===== src/rtl/cp0_tlb_ctrl.sv =====
// -----------------------------------------------------------------------------
// cp0_tlb_ctrl
//
// Purpose:
//   CP0 register slice that owns the TLB-related registers (Index, EntryLo0,
//   EntryLo1, EntryHi) and sequences the TLBP / TLBR / TLBWI instructions
//   against an external TLB array through its search, read and write ports.
//
// Ports:
//   clk, reset          - clock (rising edge) and asynchronous active-high reset
//   mtc0_we/addr/wdata  - CP0 register write, addr = {rd[4:0], sel[2:0]}
//   mfc0_addr/rdata     - combinational CP0 register read
//   op_valid, op_tlbp,
//   op_tlbr, op_tlbwi   - TLB instruction request (valid plus one-hot-ish flags)
//   op_ready, op_done   - request accepted when ready; done pulses once
//   s_*                 - TLB search port (key out, hit/index in)
//   r_*                 - TLB read port (index out, entry fields in)
//   we, w_*             - TLB write port (one-cycle write strobe)
//   entryhi_out         - current EntryHi, used as the ASID source elsewhere
// -----------------------------------------------------------------------------
module cp0_tlb_ctrl #(
   parameter int TLBNUM = 16,
   localparam int IW = $clog2(TLBNUM)
) (
   input  logic          clk,
   input  logic          reset,

   input  logic          mtc0_we,
   input  logic [7:0]    mtc0_addr,
   input  logic [31:0]   mtc0_wdata,

   input  logic [7:0]    mfc0_addr,
   output logic [31:0]   mfc0_rdata,

   input  logic          op_valid,
   input  logic          op_tlbp,
   input  logic          op_tlbr,
   input  logic          op_tlbwi,
   output logic          op_ready,
   output logic          op_done,

   output logic [18:0]   s_vpn2,
   output logic [7:0]    s_asid,
   input  logic          s_found,
   input  logic [IW-1:0] s_index,

   output logic [IW-1:0] r_index,
   input  logic [18:0]   r_vpn2,
   input  logic [7:0]    r_asid,
   input  logic          r_g,
   input  logic [19:0]   r_pfn0,
   input  logic [2:0]    r_c0,
   input  logic          r_d0,
   input  logic          r_v0,
   input  logic [19:0]   r_pfn1,
   input  logic [2:0]    r_c1,
   input  logic          r_d1,
   input  logic          r_v1,

   output logic          we,
   output logic [IW-1:0] w_index,
   output logic [18:0]   w_vpn2,
   output logic [7:0]    w_asid,
   output logic          w_g,
   output logic [19:0]   w_pfn0,
   output logic [2:0]    w_c0,
   output logic          w_d0,
   output logic          w_v0,
   output logic [19:0]   w_pfn1,
   output logic [2:0]    w_c1,
   output logic          w_d1,
   output logic          w_v1,

   output logic [31:0]   entryhi_out
);

   localparam logic [7:0] ADDR_INDEX    = 8'h00;
   localparam logic [7:0] ADDR_ENTRYLO0 = 8'h10;
   localparam logic [7:0] ADDR_ENTRYLO1 = 8'h18;
   localparam logic [7:0] ADDR_ENTRYHI  = 8'h50;

   typedef enum logic [2:0] {
      IDLE,
      PROBE,
      READ,
      WRITE,
      DONE
   } state_t;

   state_t state;
   state_t state_next;

   // Only the architecturally live bits are stored; the unused fields are
   // rebuilt as zeros on the read side.
   logic          index_p;
   logic [IW-1:0] index_val;
   logic [18:0]   entryhi_vpn2;
   logic [7:0]    entryhi_asid;
   logic [25:0]   entrylo0;
   logic [25:0]   entrylo1;

   logic [31:0]   index_word;
   logic [31:0]   entryhi_word;

   assign index_word   = {index_p, {(31-IW){1'b0}}, index_val};
   assign entryhi_word = {entryhi_vpn2, 5'b0, entryhi_asid};

   // State register; reset aborts any op in flight.
   always_ff @(posedge clk or posedge reset) begin
      if (reset) begin
         state <= IDLE;
      end else begin
         state <= state_next;
      end
   end

   // Next-state logic. Every op spends exactly one cycle in its work state
   // and one in DONE. Priority among simultaneous flags is tlbp, tlbr, tlbwi.
   always_comb begin
      state_next = state;
      case (state)
         IDLE: begin
            if (op_valid) begin
               if (op_tlbp) begin
                  state_next = PROBE;
               end else if (op_tlbr) begin
                  state_next = READ;
               end else if (op_tlbwi) begin
                  state_next = WRITE;
               end
            end
         end
         PROBE:   state_next = DONE;
         READ:    state_next = DONE;
         WRITE:   state_next = DONE;
         DONE:    state_next = IDLE;
         default: state_next = IDLE;
      endcase
   end

   // Register updates. mtc0 is honoured only in IDLE, so a write that lands on
   // the same edge an op is accepted is already visible when the op executes.
   always_ff @(posedge clk or posedge reset) begin
      if (reset) begin
         index_p      <= 1'b0;
         index_val    <= '0;
         entryhi_vpn2 <= '0;
         entryhi_asid <= '0;
         entrylo0     <= '0;
         entrylo1     <= '0;
      end else begin
         case (state)
            IDLE: begin
               if (mtc0_we) begin
                  case (mtc0_addr)
                     ADDR_INDEX:    index_val <= mtc0_wdata[IW-1:0];
                     ADDR_ENTRYLO0: entrylo0  <= mtc0_wdata[25:0];
                     ADDR_ENTRYLO1: entrylo1  <= mtc0_wdata[25:0];
                     ADDR_ENTRYHI: begin
                        entryhi_vpn2 <= mtc0_wdata[31:13];
                        entryhi_asid <= mtc0_wdata[7:0];
                     end
                     default: ;
                  endcase
               end
            end
            PROBE: begin
               // A miss sets P and leaves the old index bits in place.
               if (s_found) begin
                  index_p   <= 1'b0;
                  index_val <= s_index;
               end else begin
                  index_p   <= 1'b1;
               end
            end
            READ: begin
               entryhi_vpn2 <= r_vpn2;
               entryhi_asid <= r_asid;
               entrylo0     <= {r_pfn0, r_c0, r_d0, r_v0, r_g};
               entrylo1     <= {r_pfn1, r_c1, r_d1, r_v1, r_g};
            end
            default: ;
         endcase
      end
   end

   // CP0 read mux; unmapped addresses read as zero.
   always_comb begin
      mfc0_rdata = 32'h0;
      case (mfc0_addr)
         ADDR_INDEX:    mfc0_rdata = index_word;
         ADDR_ENTRYLO0: mfc0_rdata = {6'b0, entrylo0};
         ADDR_ENTRYLO1: mfc0_rdata = {6'b0, entrylo1};
         ADDR_ENTRYHI:  mfc0_rdata = entryhi_word;
         default:       mfc0_rdata = 32'h0;
      endcase
   end

   assign op_ready    = (state == IDLE);
   assign op_done     = (state == DONE);
   assign entryhi_out = entryhi_word;

   assign s_vpn2  = entryhi_vpn2;
   assign s_asid  = entryhi_asid;
   assign r_index = index_val;

   // The write strobe is decoded from state so reset removes it immediately.
   assign we      = (state == WRITE);
   assign w_index = index_val;
   assign w_vpn2  = entryhi_vpn2;
   assign w_asid  = entryhi_asid;
   // An entry is global only if both halves agree it is.
   assign w_g     = entrylo0[0] & entrylo1[0];
   assign w_pfn0  = entrylo0[25:6];
   assign w_c0    = entrylo0[5:3];
   assign w_d0    = entrylo0[2];
   assign w_v0    = entrylo0[1];
   assign w_pfn1  = entrylo1[25:6];
   assign w_c1    = entrylo1[5:3];
   assign w_d1    = entrylo1[2];
   assign w_v1    = entrylo1[1];

endmodule


===== config.mk =====
export PLATFORM = sky130hd
export DESIGN_NAME = cp0_tlb_ctrl
export DESIGN_NICKNAME = d
export VERILOG_FILES = /design/src/rtl/cp0_tlb_ctrl.sv
export SDC_FILE = /design/constraint.sdc
export NUM_CORES = 1
export LEC_CHECK = 0
export ABC_AREA = 0
export BUFFER_PORTS_ARGS = -buffer_cell sky130_fd_sc_hd__buf_2
export CORE_MARGIN = 4
export CORE_UTILIZATION = 25
export DETAILED_ROUTE_END_ITERATION = 7
export HOLD_SLACK_MARGIN = 0.15
export SLEW_MARGIN = 20
export SYNTH_ARGS = -nofsm -noshare
export SYNTH_HDL_FRONTEND = slang
export SYNTH_SLANG_ARGS = --single-unit

===== constraint.sdc =====
create_clock -name clk -period 5.5 [get_ports clk]
set_input_delay 1.65 -clock clk [delete_from_list [all_inputs] [get_ports clk]]
set_output_delay 1.65 -clock clk [all_outputs]
set_load 0.01 [all_outputs]

==> results.py <==
metrics = {
    "synth": {
        "synth_compound_area_frac": 0.106,
        "yosys.area_share.simple": 0.0880,
        "synth_area_um2": 5690,
        "synth_edf_count": 0,
        "yosys-mux-area-fraction": 0.201,
        "synthArstFlopShare": 1.00,
        "yosysWarnings": 0,
        "synth-seq-cells": 87,
        "synth_common_cells": "110 x buf_4, 87 x dfrtp_1, 68 x inv_1, 67 x mux2i_1, 62 x a21oi_1",
        "synthAdderAreaFrac": 0,
        "ys_seq_area_frac": 0.383,
        "synth_top_family_by_area": "buffers and inverters",
        "syn_inst": 579,
        "synth_flop_cell": "dfrtp_1",
        "yosys.area.top_type": "dfrtp_1",
        "avgSynthCellArea_um2": 9.82,
        "synth_xor_area_frac": 0,
        "synthTopCellsByArea": "dfrtp_1 38%, buf_4 15%, mux2i_1 12%",
        "yosys.cell_types.count": 38,
        "synth_top_area_share": 0.383,
        "synth.most_common_cell": "buf_4",
    },
    "die": {
        "die_area_um2": 25200,
        "rows": 54,
        "die_w_um": 159,
        "start_util": 0.257,
        "die_y_um": 159,
        "coreArea_um2": 22100,
        "ios": 318,
    },
    "timing": {
        "final.setup.tns_ns": 0,
        "skew_ns": 0.0135,
        "slew_headroom": 0.380,
        "finalCritPeriodShare": 0.906,
        "rsz0062_at_grt": "false",
        "worstMarginPinSlew_ns": 0.926,
        "fmax_mhz": 201,
        "worst_slack_ns": 0.517,
        "post-route-min-period_ns": 4.98,
        "hold_viol": 0,
        "slew_viol_final": 0,
        "setup_violations": 0,
    },
    "worst_setup_path": {
        "worst-path-max-fanout": 17,
        "cpMostUsedCell": "buf_2",
        "cp_num_buf_inv": 3,
        "crit_required_ns": 3.85,
        "critPathArrivalTime_ns": 3.33,
        "cp_slowest_cell": "or4_4",
        "path_cells": "buf_2 -> or4_4 -> nor4b_4 -> buf_4 -> a22oi_1 -> o21ai_1 -> buf_2",
        "critPathLaunchType": "input pin",
        "crit_type": "in2out",
        "critPathMaxStageDelay_ns": 0.59,
        "end_kind": "primary output",
        "crit_family": "simple AND/OR/NAND/NOR gates",
    },
    "finish": {
        "area_growth_pct": 23.6,
        "final_layout_size_suffix_gt1_frac": 0.506,
        "fin_nets": 922,
        "final_area_um2": 7030,
        "diodes": 0,
    },
    "detailed_routing": {
        "avgViaCountPerCell": 4.38,
        "drtAntennaViolNets": 0,
        "drt-pass1-iter-count": 4,
        "drt_iter0_drc": 258,
        "drc": 0,
        "routedWlPerCell_um": 17.4,
        "wirelength_mm": 18.6,
        "vias": 4684,
    },
    "hold_path": {
        "min_path_type": "reg2reg",
    },
    "clock_tree": {
        "clkSinkCount": 87,
        "numCtsBuffers": 9,
        "cts_tree": "built",
        "hold_buffers": 0,
        "clock_latency_ns": 0.34,
        "clk_pin_slew_ns": 0.07,
        "h-tree-depth": 3,
        "post_cts_buffers": 0,
        "cts.path.max_buffers": 2,
        "cts_root_buf": "clkbuf_16",
        "cts_resized": 0,
    },
    "placed_design": {
        "dp_slack_ns": 0.523,
        "numPortBuffers": 312,
        "post_dp_cell_area_um2": 6740,
        "dp_hpwl_mm": 14.7,
        "gp_congestion": 0.786,
    },
    "job": {
        "max_cap_viol_count": 0,
    },
    "global_route": {
        "grt_pass1_wl_mm": 28.6,
        "grt_max_degree": 47,
        "grt_pass1_vias": 4805,
        "overflow": 0,
        "grt_use_total": 0.143,
        "antenna_found_initial": 0,
    },
    "power_and_ir_drop": {
        "power.density_nw_per_um2": 462,
        "vdd_ir_drop_max_uv": 180,
        "p_leak_uw": 0.00363,
    },
    "outcome": {
        "status": "finished clean",
    },
}
registers in the layout, summed over array words and instances, names as in the netlist:
name and cells:
entrylo0 26, entrylo1 26, state 3, r_index 4
index_p 1, s_vpn2 19, s_asid 8
layer usage:
metal  vias to the layer above  global-route usage  share of wire
met5                         -                   0              0
met4                         0              0.0402          0.018
met3                        19              0.0461          0.073
met2                       200               0.253           0.50
met1                      2239               0.168           0.41
li1                       2226                   -              -
final timing paths:
path,end,depth (start not counted),startpoint,slack [ns]
max,mfc0_rdata[3],7,mfc0_addr[5],0.52
min,entrylo0[8],1,entrylo0[8],0.53
max reg2reg,s_vpn2[8],5,state[2],2.92
min reg2reg,entrylo0[8],1,entrylo0[8],0.53
max in group asynchronous,entrylo0[21],3,reset,3.13
min in group asynchronous,entrylo1[8],2,reset,1.37
layout make-up:
| class | count | area (um^2) |
|---|---|---|
| Fill cell | 2368 | 15100 |
| Multi-Input combinational cell | 293 | 2300 |
| Sequential cell | 87 | 2180 |
| Timing Repair Buffer | 325 | 1660 |
| Tap cell | 280 | 350 |
| Inverter | 68 | 258 |
| Clock buffer | 11 | 253 |
| Clock inverter | 5 | 32.5 |
cells by family after synthesis:
kind of cell / Yosys count
AO/OA/AOI/OAI: 97
AND/OR/NAND/NOR: 82
other: 1
buffers and inverters: 203
multiplexers: 109
flip-flops: 87
power breakdown:
group	switching [uW]	total, uW	internal (uW)	leakage [uW]
sequential	343	1300	956	0.00104
clock	261	591	330	0.000134
combinational	743	1360	617	0.00245
per-stage QoR:
stage               hold slack (ns)  power (uW)  std cells   util
finish                        0.534        3250       1069  0.318
global route                  0.561        3490       1069  0.318
CTS                           0.534        3310       1069  0.318
detailed placement            0.518        2700       1053  0.305
global placement              0.515        2670       1053  0.305
floorplan                     0.487        2440        583      -
cell usage in the layout (no fill, tap or decap), types with 3 or more instances in the layout:
master and n:
nand2_1 30, a22o_1 5, a22oi_1 15, inv_1 67, dfrtp_1 87, buf_2 312, buf_4 13, clkbuf_16 9
a222oi_1 4, a21oi_1 62, o21ai_1 4, nor2_1 7, clkinvlp_4 3, and2_1 26, mux2i_1 67, conb_1 5
mux2_2 42
(Power assumes the default switching activity.)
